[src/rtl/int_pkg.sv]
`default_nettype none
// +--------------------------------------------------------------------------+
// | Module   : int_pkg                                                       |
// | Purpose  : Shared types and limits for the multi-channel integrator      |
// |            cascade (int_mc / int_stage_mc).                              |
// | Contents : chan_w()  - channel index width, max(1, clog2(channels))      |
// |            sample_t  - {value, valid, chan} record passed stage to stage |
// |            MAX_CHANNELS, MAX_STAGES, MAX_WIDTH, MAX_CHW limits           |
// | Revision : 1.0 - initial release                                         |
// +--------------------------------------------------------------------------+
package int_pkg;

  localparam int MAX_CHANNELS = 16;
  localparam int MAX_STAGES   = 6;
  // The sample record is sized for the widest supported datapath and channel
  // index; each instance uses only the low WIDTH / CHW bits.
  localparam int MAX_WIDTH    = 64;
  localparam int MAX_CHW      = $clog2(MAX_CHANNELS);

  function automatic int chan_w(input int channels);
    if (channels <= 1) return 1;
    return $clog2(channels);
  endfunction

  typedef struct packed {
    logic [MAX_WIDTH-1:0] value;
    logic                 valid;
    logic [MAX_CHW-1:0]   chan;
  } sample_t;

endpackage
`default_nettype wire

[src/rtl/int_stage_mc.sv]
`default_nettype none
// +--------------------------------------------------------------------------+
// | Module   : int_stage_mc                                                  |
// | Purpose  : One multi-channel integrator stage. Holds one accumulator per |
// |            channel; a valid input for channel c does acc[c] += value and |
// |            emits the new acc[c] with its valid and channel one cycle     |
// |            later. clr zeroes every accumulator (a colliding sample then  |
// |            starts from zero). Wrap-around arithmetic, no saturation.     |
// | Ports    : clk, rst (sync, active-high), clr                             |
// |            src - incoming sample record                                  |
// |            dst - registered outgoing sample record                       |
// | Revision : 1.0 - initial release                                         |
// +--------------------------------------------------------------------------+
module int_stage_mc
  import int_pkg::*;
#(
  parameter int WIDTH    = 56,
  parameter int CHANNELS = 2,
  parameter int CHW      = 1
) (
  input  logic    clk,
  input  logic    rst,
  input  logic    clr,
  input  sample_t src,
  output sample_t dst
);

  logic [WIDTH-1:0] r_acc [CHANNELS];
  logic [WIDTH-1:0] r_out_value;
  logic             r_out_valid;
  logic [CHW-1:0]   r_out_chan;

  logic [WIDTH-1:0] w_in_value;
  logic [CHW-1:0]   w_in_chan;
  logic [WIDTH-1:0] w_base;
  logic [WIDTH-1:0] w_sum;
  logic             w_unused_src;

  assign w_in_value   = src.value[WIDTH-1:0];
  assign w_in_chan    = src.chan[CHW-1:0];
  assign w_unused_src = ^{src.value, src.chan};

  // Same-channel bypass: when the previous cycle produced a result for this
  // channel, that result register already equals the freshly written acc[c],
  // so it is used directly instead of going through the register-file mux.
  // r_out_valid guards against a stale output after a clr with no sample.
  always_comb begin
    w_base = r_acc[w_in_chan];
    if (r_out_valid && (r_out_chan == w_in_chan)) begin
      w_base = r_out_value;
    end
    if (clr) begin
      w_base = '0;
    end
    w_sum = w_base + w_in_value;
  end

  always_ff @(posedge clk) begin
    if (rst) begin
      for (int c = 0; c < CHANNELS; c++) begin
        r_acc[c] <= '0;
      end
      r_out_value <= '0;
      r_out_valid <= 1'b0;
      r_out_chan  <= '0;
    end else begin
      r_out_valid <= src.valid;
      if (clr) begin
        for (int c = 0; c < CHANNELS; c++) begin
          r_acc[c] <= '0;
        end
      end
      // Later assignment wins over the clear for the colliding channel.
      if (src.valid) begin
        r_acc[w_in_chan] <= w_sum;
        r_out_value      <= w_sum;
        r_out_chan       <= w_in_chan;
      end
    end
  end

  always_comb begin
    dst                  = '0;
    dst.value[WIDTH-1:0] = r_out_value;
    dst.valid            = r_out_valid;
    dst.chan[CHW-1:0]    = r_out_chan;
  end

endmodule
`default_nettype wire

[src/rtl/int_mc.sv]
`default_nettype none
// +--------------------------------------------------------------------------+
// | Module   : int_mc                                                        |
// | Purpose  : Multi-channel integrator cascade. Tracks the channel of each  |
// |            time-interleaved input sample, realigns on dfirst (flagging   |
// |            sync_err if the frame was out of step) and runs the samples   |
// |            through STAGES integrator stages. Latency = STAGES cycles.    |
// | Ports    : clk, rst (sync, active-high), clr (clear accumulators)        |
// |            d/dv/dfirst - input sample, valid, channel-0 marker           |
// |            q/qv/qch    - last-stage output, valid, channel               |
// |            sync_err    - pulse one cycle after an out-of-step dfirst     |
// | Revision : 1.0 - initial release                                         |
// +--------------------------------------------------------------------------+
module int_mc
  import int_pkg::*;
#(
  parameter  int WIDTH    = 56,
  parameter  int CHANNELS = 2,
  parameter  int STAGES   = 1,
  localparam int CHW      = chan_w(CHANNELS)
) (
  input  logic             clk,
  input  logic             rst,
  input  logic             clr,
  input  logic [WIDTH-1:0] d,
  input  logic             dv,
  input  logic             dfirst,
  output logic [WIDTH-1:0] q,
  output logic             qv,
  output logic [CHW-1:0]   qch,
  output logic             sync_err
);

  logic [CHW-1:0]         r_ich;
  logic                   r_sync_err;
  logic                   w_first;
  logic [CHW-1:0]         w_in_chan;
  logic [CHW-1:0]         w_ich_next;
  sample_t                w_head;
  sample_t [STAGES:0]     w_stage;
  logic                   w_unused_tail;

  always_comb begin
    w_first    = dv && dfirst;
    w_in_chan  = w_first ? '0 : r_ich;
    w_ich_next = (w_in_chan == CHW'(CHANNELS - 1)) ? '0 : (w_in_chan + CHW'(1));
  end

  // The counter only moves on valid samples, so idle gaps hold its position.
  always_ff @(posedge clk) begin
    if (rst) begin
      r_ich      <= '0;
      r_sync_err <= 1'b0;
    end else begin
      if (dv) begin
        r_ich <= w_ich_next;
      end
      r_sync_err <= w_first && (r_ich != '0);
    end
  end

  always_comb begin
    w_head                  = '0;
    w_head.value[WIDTH-1:0] = d;
    w_head.valid            = dv;
    w_head.chan[CHW-1:0]    = w_in_chan;
  end

  assign w_stage[0] = w_head;

  for (genvar k = 0; k < STAGES; k++) begin : g_stage
    int_stage_mc #(
      .WIDTH    (WIDTH),
      .CHANNELS (CHANNELS),
      .CHW      (CHW)
    ) u_stage (
      .clk (clk),
      .rst (rst),
      .clr (clr),
      .src (w_stage[k]),
      .dst (w_stage[k+1])
    );
  end

  assign q             = w_stage[STAGES].value[WIDTH-1:0];
  assign qv            = w_stage[STAGES].valid;
  assign qch           = w_stage[STAGES].chan[CHW-1:0];
  assign sync_err      = r_sync_err;
  assign w_unused_tail = ^w_stage[STAGES];

endmodule
`default_nettype wire
[config.mk]
export PLATFORM = sky130hd
export DESIGN_NAME = int_mc
export DESIGN_NICKNAME = d
export VERILOG_FILES = /design/src/rtl/int_pkg.sv /design/src/rtl/int_stage_mc.sv /design/src/rtl/int_mc.sv
export SDC_FILE = /design/constraint.sdc
export NUM_CORES = 1
export LEC_CHECK = 0
export CAP_MARGIN = 20
export CORE_MARGIN = 5
export CORE_UTILIZATION = 55
export CTS_CLUSTER_SIZE = 16
export DETAILED_ROUTE_END_ITERATION = 10
export HOLD_SLACK_MARGIN = 0.15
export PLACE_DENSITY_LB_ADDON = 0.15
export SYNTH_ARGS = -nofsm -noshare
export SYNTH_HDL_FRONTEND = slang
export SYNTH_SLANG_ARGS = --single-unit
export TNS_END_PERCENT = 50
[constraint.sdc]
create_clock -name clk -period 6.96 [get_ports clk]
set_clock_uncertainty 0.1 [all_clocks]
set_input_delay 1.044 -clock clk [delete_from_list [all_inputs] [get_ports clk]]
set_output_delay 1.044 -clock clk [all_outputs]
set_load 0.1 [all_outputs]
After elaboration in Yosys (flattened, before gate mapping) --
Memory sizes are Yosys's and may differ from the RTL's. Cells that the tools add are included.
Word-level totals: bits in latches 0, logic and storage cells 28, register bits after elaboration 60, bits in read-only memories 0, memory bits (writable) 112, input port bits 61, memories kept 1, output and inout bits 59
Memories:
- g_stage[0].u_stage.r_acc | depth 2, width 56, read ports 1, clocked after memory_dff 0, wr ports 3, line int_stage_mc.sv:28 | logic [WIDTH-1:0] r_acc [CHANNELS];
Cells by class: divide/modulo/power cells 0, eq/ne operators 1, multiply operators 0, shift-type cells 0, reduce and logical (&&, ||, !) cells 3, bitwise logic cells 2, magnitude comparators 0, add/sub/neg operators 2, multiplexer cells 14
Operators by type and width (count):
- 56-bit two-way mux | 4
- 56-bit adder | 1
- 1-bit two-way mux | 10
- 1-bit logical AND | 3
- 1-bit bitwise OR | 2
- 1-bit adder (second input constant) | 1
- 1-bit == test | 1

Depth between registers and ports, before layout --
Gate-level depths: netlist of the first run.
depth after elaboration 7, mapped depth 18, depth with buffers taken out 15

By module --
From an unflattened synthesis of the first run, not the netlist that was laid out.
Unflattened totals: cell total of the unflattened synthesis 1208, area, all modules 10831.6 sq um
Modules (own cells, without submodules):
- int_stage_mc | times used 1, sequential area each 4524.3 sq um, area each 10746.6 sq um, cells each 1200
- int_mc | times used 1, sequential area each 40.0 sq um, area each 85.1 sq um, cells each 8

Worst setup path after synthesis of the first run --
Ideal clock, no wire load.
path kind input-to-reg, start point input dv, end point memory g_stage[0].u_stage.r_acc[0][0], enable pin, path buffers 1, library setup time 547 ps, stages on the path 3, data required time 6313 ps, slack 1029 ps, data arrival time 5283 ps, cells stage by stage inv_1 > clkbuf_1 > o21ai_0
RTL lines:
- start, declared | line int_mc.sv:26 | input logic dv,
- end, declared | line int_stage_mc.sv:28

==> results of run 1 <==
==> power groups by stage <==
stage | Clock [mW] | Combinational (mW) | Sequential [mW]
global route | 1.06 | 1.16 | 1.25
finish | 1.01 | 1.09 | 1.24
detailed placement | 0 | 1.07 | 1.26
global placement | 0 | 1.07 | 1.26
CTS | 1.01 | 1.08 | 1.24
floorplan | 0 | 0.525 | 1.53
==> per-layer routing <==
| metal | up-vias | share of wire (%) | GRT usage [%] |
|---|---|---|---|
| li1 | 4532 | - | - |
| met3 | 77 | 6.4 | 4.300 |
| met2 | 374 | 47 | 45.43 |
| met1 | 4481 | 43 | 35.33 |
| met5 | - | 0 | 0 |
| met4 | 0 | 3.1 | 10.25 |
==> worst reg2reg max path: cells and delay by family, from the launching register on <==
family / cells / cell delay [ps]
flip-flops: 1 / 390
AO/OA/AOI/OAI: 6 / 1620
XOR/XNOR: 1 / 140
adder cells (fa/ha/maj): 1 / 390
buffers and inverters: 1 / 450
AND/OR/NAND/NOR: 6 / 1360
==> cells in the mapped netlist (3+ instances only) <==
cell type and n:
nand4_1 16, o21a_1 22, o21bai_1 12, or3_1 12, nand3_1 17, or2_2 4
nor3_1 24, buf_4 3, nor2_1 207, a21o_1 20, ha_1 55, o22ai_1 4
o31ai_1 10, dfxtp_1 60, mux2i_1 63, and3_1 13, xor2_1 19, a21boi_0 3
a32o_1 3, a22oi_1 4, and2_1 8, a211o_1 9, a21oi_1 89, inv_1 17
a211oi_1 65, nor3b_1 5, nand2b_1 6, edfxtp_1 112, a31oi_1 5, xnor2_1 23
o21ai_0 52, o21ai_1 8, nand2_1 109, buf_2 7, buf_1 3, clkbuf_1 61
==> worst max-delay path by stage <==
stage | start | endpoint | slack (ps)
2_1_floorplan | dv | g_stage[0].u_stage.r_acc[0][0] | 1030
3_3_place_gp | dv | g_stage[0].u_stage.r_acc[0][53] | 1100
3_5_place_dp | dv | g_stage[0].u_stage.r_acc[0][53] | 1020
4_1_cts | dv | g_stage[0].u_stage.r_acc[0][53] | 1450
5_1_grt | dv | g_stage[0].u_stage.r_acc[0][52] | 1110
6_report | dv | g_stage[0].u_stage.r_acc[0][53] | 1440
==> through the flow <==
step,cell area (µm²),setup slack (ps)
after floorplan,10750,1029
after global placement,12110,1100
after detailed placement,12110,1022
after CTS,12730,1451
after global routing,12750,1115
final,12750,1440
==> area by class of cell <==
cell class / count / area, µm²
flip-flops and latches: 172 / 4564
inverters: 17 / 63.81
fillers: 1576 / 6585
well taps: 265 / 331.6
multi-input cells: 928 / 5857
repair buffers: 133 / 1316
clock buffers: 20 / 456.7
clock inverters: 12 / 160.2
==> cells by family after synthesis <==
kind of cell / Yosys count / synth area share, %
XOR/XNOR: 42 / 3.423
buffers and inverters: 91 / 3.364
multiplexers: 63 / 5.867
adder cells (fa/ha/maj): 56 / 6.589
flip-flops: 172 / 42.47
AND/OR/NAND/NOR: 434 / 17.74
AO/OA/AOI/OAI: 333 / 20.55
==> sequential cells by signal (all words and copies together) (netlist names) <==
register                     count
g_stage.u_stage.r_acc          112
g_stage.u_stage.r_out_chan       1
g_stage.u_stage.r_out_valid      1
g_stage.u_stage.r_out_value     56
r_ich                            1
sync_err                         1
==> results.txt, run 1 <==
outcome - completed
Leak - 5.022 nW
Post-Synthesis Cell Area - 10750 µm²
Yosys cell types - 69
placed insts - 1514
worst hold slack - 365.5 ps
DRC - 0
#FFs+latches synth - 172
Post-layout nets - 1386
post-CTS sizing - 0
largest net degree at the start of global routing - 61
Power Density - 261.7 nW/µm²
Final Core Density - 65.94%
critical setup path kind - primary input to flip-flop
CTS Hold Bufs - 0
vias per cell - 6.118
Hold Violations, Final - 0
Psw - 1.226 mW
most frequent cells in the layout - 206 x nor2_1, 118 x clkdlybuf4s50_1, 112 x edfxtp_1
Largest stage delay, worst path - 460 ps
worst reg-to-reg setup slack - 2260 ps
critical path depth in cells - 17
worst hold start - g_stage[0].u_stage.r_out_value[47]
Worst-path clk slew - 70 ps
commonest non-fill, non-tap cell in the layout - nor2_1
TritonCTS buffer count - 17
area grow syn2layout - 18.63%
Slew Limit Headroom - 26.06%
Comb pwr share - 32.7%
syn nets - 1308
Max-Cap Viols - 0
first-pass GRT wire length - 47640 µm
Slew @ Worst Pin - 1107 ps
Seq/Total Area, Yosys - 42.47%
ant diodes - 0
Max IR drop VDD - 176.7 µV
CP max-delay cell - clkdlybuf4s50_1
Max Slew Vio Count - 0
Seq pwr share - 37.1%
critical-path cell list - clkdlybuf4s50_1 -> buf_4 -> a21boi_4 -> xnor2_1 -> nand2_4 -> buf_4 -> nor2_1 -> a211oi_1 -> ha_1 -> a21o_1 -> a21o_1 -> a2111oi_0 -> o31ai_1 -> or3_1 -> or3_1 -> nand4_1 -> nor2_1
DR WL/cell - 19.73 µm
Skew-Pair Late Insertion Delay - 440 ps
Tot Pwr - 3.336 mW
Fmax achieved - 181.2 MHz
endpoint class of the critical path - flip-flop
PortBufs - 119
Worst Reg-to-Reg Cells - 15
critical path arrival - 5570 ps
Die Ht - 149.8 µm
deepest clock path buffer count - 2
Final min period - 5520 ps
Routed WL - 30520 µm
IO Count - 120
R2R Path End - g_stage[0].u_stage.r_acc[0][53]
DRT antenna net count - 0
maximum fanout along the worst path - 40
global route total overflow - 0
Synth async-reset ratio - 0%
setup TNS - 0 ps
vias in the first global route - 9161
switching share of total power - 36.76%
r2r startpoint - r_ich
post-DP HPWL - 20980 µm
Core ar. - 19330 µm²
Worst Path Buf+Inv - 3
CP Data Required Time - 7010 ps
ys flop type - edfxtp_1
layout cell share with drive strength beyond 1 - 5.382%
root buffer cell - clkbuf_16
DRT iter0 DRCs - 749
FP Rows - 51
Cell Int Power - 2.110 mW
TritonCTS clock tree - built
routed via count - 9464
RSZ-0062 raised after global routing - no
fin cells - 1547
Avg Cell Area, Syn - 9.024 µm²
die width - 149.8 µm
# H-tree levels - 4
gr usage total - 27.05%
WHS Path Cells - 2
initial antenna violation count - 0
Worst Hold Path EP - g_stage[0].u_stage.r_out_value[47]
Post-CTS Setup Repair Bufs - 0
Warnings, synthesis - 0
power share of the clock group - 30.2%
Initial Util - 55.59%
Startpoint Class - primary input
Final setup violation count - 0
Post-synth EDFFs - 112
post-synth top area cell - edfxtp_1
die footprint - 22440 µm²
DR pass1 iterations - 6
CTS sink cnt - 172
Syn Inst Count - 1191
Synth top area share - 31.29%
Worst Hold Class - flip-flop to flip-flop
RD Place Congestion - 0.9650
Tcrit/Tclk final - 79.31%
CP top delay family - compound AO/OA/AOI/OAI gates
top cells by area, synth - edfxtp_1 31%, dfxtp_1 11%, nor2_1 7.2%
Note: power is estimated with default switching activity, not from simulation.
==> run 2: changes to the inputs <==
==> constraint.sdc (replaced) <==
create_clock -name clk -period 5.2 [get_ports clk]
set_clock_uncertainty 0.1 [all_clocks]
set_input_delay 0.78 -clock clk [delete_from_list [all_inputs] [get_ports clk]]
set_output_delay 0.78 -clock clk [all_outputs]
set_load 0.1 [all_outputs]
==> results.txt, run 2 (synthesis results as in run 1) <==
Tcrit/Tclk final - 90.99%
Power Density - 347.3 nW/µm² (+33%)
first-pass GRT wire length - 48690 µm (+2.2%)
# H-tree levels - 4 (unchanged)
most frequent cells in the layout - 206 x nor2_1, 118 x clkdlybuf4s50_1, 112 x edfxtp_1
Startpoint Class - primary input
Slew Limit Headroom - 27.25% (+1.2 points)
setup TNS - 0 ps (unchanged)
placed insts - 1546 (+2.1%)
fin cells - 1579 (+2.1%)
FP Rows - 51 (unchanged)
Leak - 5.207 nW (+3.7%)
critical setup path kind - primary input to flip-flop
Slew @ Worst Pin - 1091 ps (-15.64 ps)
post-CTS sizing - 0 (unchanged)
number of flip-flops in the largest register - 112 (unchanged)
DRT antenna net count - 0 (unchanged)
Post-layout nets - 1417 (+2.2%)
CTS sink cnt - 172 (unchanged)
Skew-Pair Late Insertion Delay - 440 ps (about the same)
Max-Cap Viols - 0 (unchanged)
routed via count - 9597 (+1.4%)
endpoint class of the critical path - flip-flop
Routed WL - 30970 µm (+1.5%)
biggest regs - g_stage.u_stage.r_acc x112, g_stage.u_stage.r_out_value x56
sequential cell area - 4564 µm² (unchanged)
DR pass1 iterations - 5 (-1)
area grow syn2layout - 21.42%
RSZ-0062 raised after global routing - no
area of the multi-input gates - 5857 µm² (unchanged)
CTS Hold Bufs - 0 (unchanged)
Fmax achieved - 211.4 MHz
post-DP HPWL - 21410 µm (+2.0%)
Worst Hold Class - flip-flop to flip-flop
die width - 149.8 µm (unchanged)
Biggest register - g_stage.u_stage.r_acc
Hold Violations, Final - 0 (unchanged)
DR WL met3 - 2023 µm (+4.2%)
largest net degree at the start of global routing - 57 (-6.6%)
DRT iter0 DRCs - 822 (+9.7%)
Final setup violation count - 0 (unchanged)
Worst-path clk slew - 70 ps (about the same)
Final min period - 4731 ps
maximum fanout along the worst path - 5 (-88%)
vias in the first global route - 9254 (+1.0%)
IO Count - 120 (unchanged)
gr usage total - 27.74% (+0.69 points)
DRC - 0 (unchanged)
die footprint - 22440 µm² (unchanged)
TritonCTS buffer count - 17 (unchanged)
Post-CTS Setup Repair Bufs - 0 (unchanged)
vias per cell - 6.078 (-0.65%)
Die Ht - 149.8 µm (unchanged)
TritonCTS clock tree - built
met2 WL - 14860 µm (+3.2%)
layout cell share with drive strength beyond 1 - 7.768% (+2.4 points)
commonest non-fill, non-tap cell in the layout - nor2_1
critical path arrival - 4780 ps (-790 ps)
deepest clock path buffer count - 2 (unchanged)
Initial Util - 55.59% (unchanged)
root buffer cell - clkbuf_16
Max Slew Vio Count - 0 (unchanged)
DR WL/cell - 19.62 µm (-0.56%)
Fillers - 1606 (+1.9%)
uppermost layer routed - met4
Max IR drop VDD - 261.1 µV (+48%)
PortBufs - 119 (unchanged)
Core ar. - 19330 µm² (unchanged)
global route total overflow - 0 (unchanged)
CP Data Required Time - 5250 ps (-1760 ps)
outcome - completed
initial antenna violation count - 0 (unchanged)
worst hold slack - 372.9 ps (+7.479 ps)
RD Place Congestion - 0.9028 (-6.4%)
M1 WL - 13500 µm (+2.0%)
run 2: changes by cell type in the layout (fill, tap and decap cells not counted):
cell	delta
buf_4	+27
clkbuf_1	-1
buf_12	+4
clkinv_2	+1
clkinvlp_4	-1
inv_8	+3
diode_2	+1
clkinv_1	-1
inv_6	-1
run 2: final timing paths:
path / startpoint / endpoint / slack, ps / depth (start not counted)
setup / recovery: dfirst / g_stage[0].u_stage.r_acc[0][54] / 470 / 16
hold / removal: g_stage[0].u_stage.r_out_value[46] / g_stage[0].u_stage.r_out_value[46] / 370 / 2
setup reg to reg: r_ich / g_stage[0].u_stage.r_acc[0][54] / 800 / 15
hold reg to reg: g_stage[0].u_stage.r_out_value[46] / g_stage[0].u_stage.r_out_value[46] / 370 / 2
run 2: layout make-up:
class	instances	area share [%]
antenna	1	0.01918
clock buffer	19	3.471
clock inverter	13	1.371
inverter	17	0.4890
multi-input combinational	928	44.88
sequential	172	34.98
tap	265	2.541
timing repair buffer	164	12.25
run 2: worst max-delay path, cell delays in order:
cell and delay, ps:
clkdlybuf4s50_1 460, a21boi_4 180, buf_4 190, mux2i_1 220, a211oi_1 100, ha_1 210
fa_1 430, a211oi_1 360, o21ai_0 190, a31oi_2 370, buf_4 190, o211ai_2 90
o21ai_2 360, o21bai_2 140, a211oi_1 410, nor3_1 90
run 2: through the flow:
step	setup slack, ps	power [mW]	instance area, µm²	utilization (%)
finish	468.7	4.532	13050	67.50
detailed placement	63.72	3.165	12420	64.21
CTS	471.1	4.531	13050	67.48
floorplan	100.6	2.750	10750	-
global placement	200.3	3.152	12420	64.21
global route	171.8	4.722	13050	67.48
run 2: power breakdown:
group,internal (mW),switching [mW]
sequential,1.59,0.0664
clock,0.796,0.582
combinational,0.480,1.02
total,2.87,1.67
run 2: layer usage:
layer / vias to the layer above / track usage (%)
li1: 4588 / -
met1: 4584 / 37.38
met2: 381 / 46.58
met3: 44 / 4.573
met4: 0 / 7.594
met5: - / 0
==> run 3: changes to the inputs <==
--- a/config.mk
+++ b/config.mk
@@ -10,8 +10,8 @@
 export CORE_UTILIZATION = 55
 export CTS_CLUSTER_SIZE = 16
 export DETAILED_ROUTE_END_ITERATION = 10
-export HOLD_SLACK_MARGIN = 0.15
 export PLACE_DENSITY_LB_ADDON = 0.15
+export RECOVER_POWER = 25
 export SYNTH_ARGS = -nofsm -noshare
 export SYNTH_HDL_FRONTEND = slang
 export SYNTH_SLANG_ARGS = --single-unit
==> results.txt, run 3 (synthesis results as in run 1) <==
Power Density - 348.5 nW/µm² (+0.33%)
IO Count - 120 (unchanged)
root buffer cell - clkbuf_16
DRT iter0 DRCs - 763 (-7.2%)
Routed WL - 31060 µm (+0.26%)
placed insts - 1546 (unchanged)
Max-Cap Viols - 3 (+3)
DRC - 0 (unchanged)
biggest regs - g_stage.u_stage.r_acc x112, g_stage.u_stage.r_out_value x56
Leak - 5.189 nW (-0.34%)
most frequent cells in the layout - 206 x nor2_1, 118 x clkdlybuf4s50_1, 112 x edfxtp_1
critical-path cell list - clkdlybuf4s50_1 -> clkbuf_1 -> nand2b_1 -> clkbuf_1 -> or2_2 -> nor2_1
CP max-delay cell - clkbuf_1
Die Ht - 149.8 µm (unchanged)
most used cell, CP - clkbuf_1
# H-tree levels - 4 (unchanged)
r2r startpoint - r_ich
endpoint class of the critical path - flip-flop
crit path from - dv
CP Data Required Time - 5250 ps (about the same)
Fillers - 1616 (+0.62%)
CP top delay family - buffers and inverters
setup TNS - 0 ps (unchanged)
initial antenna violation count - 0 (unchanged)
Slew @ Worst Pin - 2212 ps (+1121 ps)
final setup margin - 466.6 ps (-2.147 ps)
R2R Path End - g_stage[0].u_stage.r_acc[0][54]
Worst Reg-to-Reg Cells - 15 (unchanged)
Final Core Density - 67.32% (-0.17 points)
DRT antenna net count - 0 (unchanged)
fin cells - 1578 (-0.063%)
CTS sink cnt - 172 (unchanged)
post-place setup slack - 63.72 ps (unchanged)
Max Slew Vio Count - 130 (+130)
RD Place Congestion - 0.9028 (unchanged)
Slew Limit Headroom - -47.46% (-75 points)
failing checks - capacitance limit, slew limit
Worst-path clk slew - 70 ps (about the same)
vias in the first global route - 9254 (unchanged)
first-pass GRT wire length - 48690 µm (unchanged)
post-DP HPWL - 21410 µm (unchanged)
Final min period - 4733 ps (+2.147 ps)
FP Rows - 51 (unchanged)
largest net degree at the start of global routing - 57 (unchanged)
Initial Util - 55.59% (unchanged)
Post-CTS Setup Repair Bufs - 0 (unchanged)
Worst Hold Class - flip-flop to flip-flop
Worst Path Buf+Inv - 3 (unchanged)
Fmax achieved - 211.3 MHz (about the same)
Startpoint Class - primary input
commonest non-fill, non-tap cell in the layout - nor2_1
DR pass1 iterations - 6 (+1)
CTS Hold Bufs - 0 (unchanged)
worst reg-to-reg setup slack - 810 ps (about the same)
DR WL/cell - 19.68 µm (+0.33%)
Post-layout nets - 1417 (unchanged)
RSZ-0062 raised after global routing - no
TritonCTS clock tree - built
TritonCTS buffer count - 17 (unchanged)
Tcrit/Tclk final - 91.03% (about the same)
outcome - finished, violations left
Biggest register - g_stage.u_stage.r_acc
critical path arrival - 4780 ps (about the same)
critical setup path kind - primary input to flip-flop
Max IR drop VDD - 260.3 µV (-0.29%)
global route total overflow - 0 (unchanged)
layout cell share with drive strength beyond 1 - 7.312% (-0.46 points)
deepest clock path buffer count - 2 (unchanged)
PortBufs - 119 (unchanged)
Largest stage delay, worst path - 1600 ps (+1140 ps)
Setup crit end - g_stage[0].u_stage.r_acc[0][37]
gr usage total - 27.74% (unchanged)
Skew-Pair Late Insertion Delay - 430 ps (about the same)
ant diodes - 0 (-1)
Final setup violation count - 0 (unchanged)
die width - 149.8 µm (unchanged)
number of flip-flops in the largest register - 112 (unchanged)
Core ar. - 19330 µm² (unchanged)
Hold Violations, Final - 0 (unchanged)
routed via count - 9617 (+0.21%)
vias per cell - 6.094 (+0.27%)
critical path depth in cells - 6 (-10)
die footprint - 22440 µm² (unchanged)
post-CTS sizing - 0 (unchanged)
area grow syn2layout - 21.11%
maximum fanout along the worst path - 42 (+37)
run 3: changes by cell type in the layout (fill, tap and decap cells not counted), sizes merged:
cell / before / now
diode: 1 / 0
clkbuf: 19 / 24
buf: 46 / 41
run 3: cell type report:
class | count | area (µm²) | area share, %
Clock buffer | 19 | 452.9 | 3.480
Clock inverter | 13 | 178.9 | 1.375
Inverter | 17 | 63.81 | 0.4902
Multi-Input combinational cell | 928 | 5843 | 44.89
Sequential cell | 172 | 4564 | 35.07
Tap cell | 265 | 331.6 | 2.547
Timing Repair Buffer | 164 | 1582 | 12.15
run 3: worst reg2reg max path, delay by kind of cell, from the launching register on:
family | cells | cell delay, ps
and+or+nand+nor | 1 | 90
buffers and inverters | 2 | 380
adders and majority gates | 2 | 640
AOI/OAI and AO/OA | 9 | 2240
muxes | 1 | 210
DFF | 1 | 430
run 3: metrics by stage:
| stage | hold slack [ps] | power, mW | cell area (µm²) |
|---|---|---|---|
| floorplan | 349.0 | 2.750 | 10750 |
| global placement | 356.9 | 3.152 | 12420 |
| detailed placement | 355.6 | 3.165 | 12420 |
| CTS | 370.2 | 4.531 | 13050 |
| global route | 396.8 | 4.720 | 13020 |
| finish | 372.4 | 4.536 | 13020 |
run 3: how the worst min path moves through the flow:
stage                                        from                                 end  slack (ps)  cells past startpoint
6_report       g_stage[0].u_stage.r_out_value[46]  g_stage[0].u_stage.r_out_value[46]         370                      2
3_3_place_gp   g_stage[0].u_stage.r_out_value[47]  g_stage[0].u_stage.r_out_value[47]         360                      2
3_5_place_dp   g_stage[0].u_stage.r_out_value[10]  g_stage[0].u_stage.r_out_value[10]         360                      2
4_1_cts        g_stage[0].u_stage.r_out_value[14]  g_stage[0].u_stage.r_out_value[14]         370                      2
2_1_floorplan                               r_ich                               r_ich         350                      2
5_1_grt        g_stage[0].u_stage.r_out_value[13]  g_stage[0].u_stage.r_out_value[13]         400                      2
run 3: power breakdown:
part	internal (mW)	switching (mW)	total (mW)	leakage, nW
registers	1.59	0.0668	1.66	1.76
clock network	0.796	0.584	1.38	0.306
logic	0.479	1.02	1.50	3.12
run 3: per-layer routing:
metal	GRT usage, %	share of wire, %	vias to the layer above
li1	-	-	4594
met1	37.38	44	4619
met2	46.58	48	358
met3	4.573	6.0	46
met4	7.594	1.9	0
met5	0	0	-
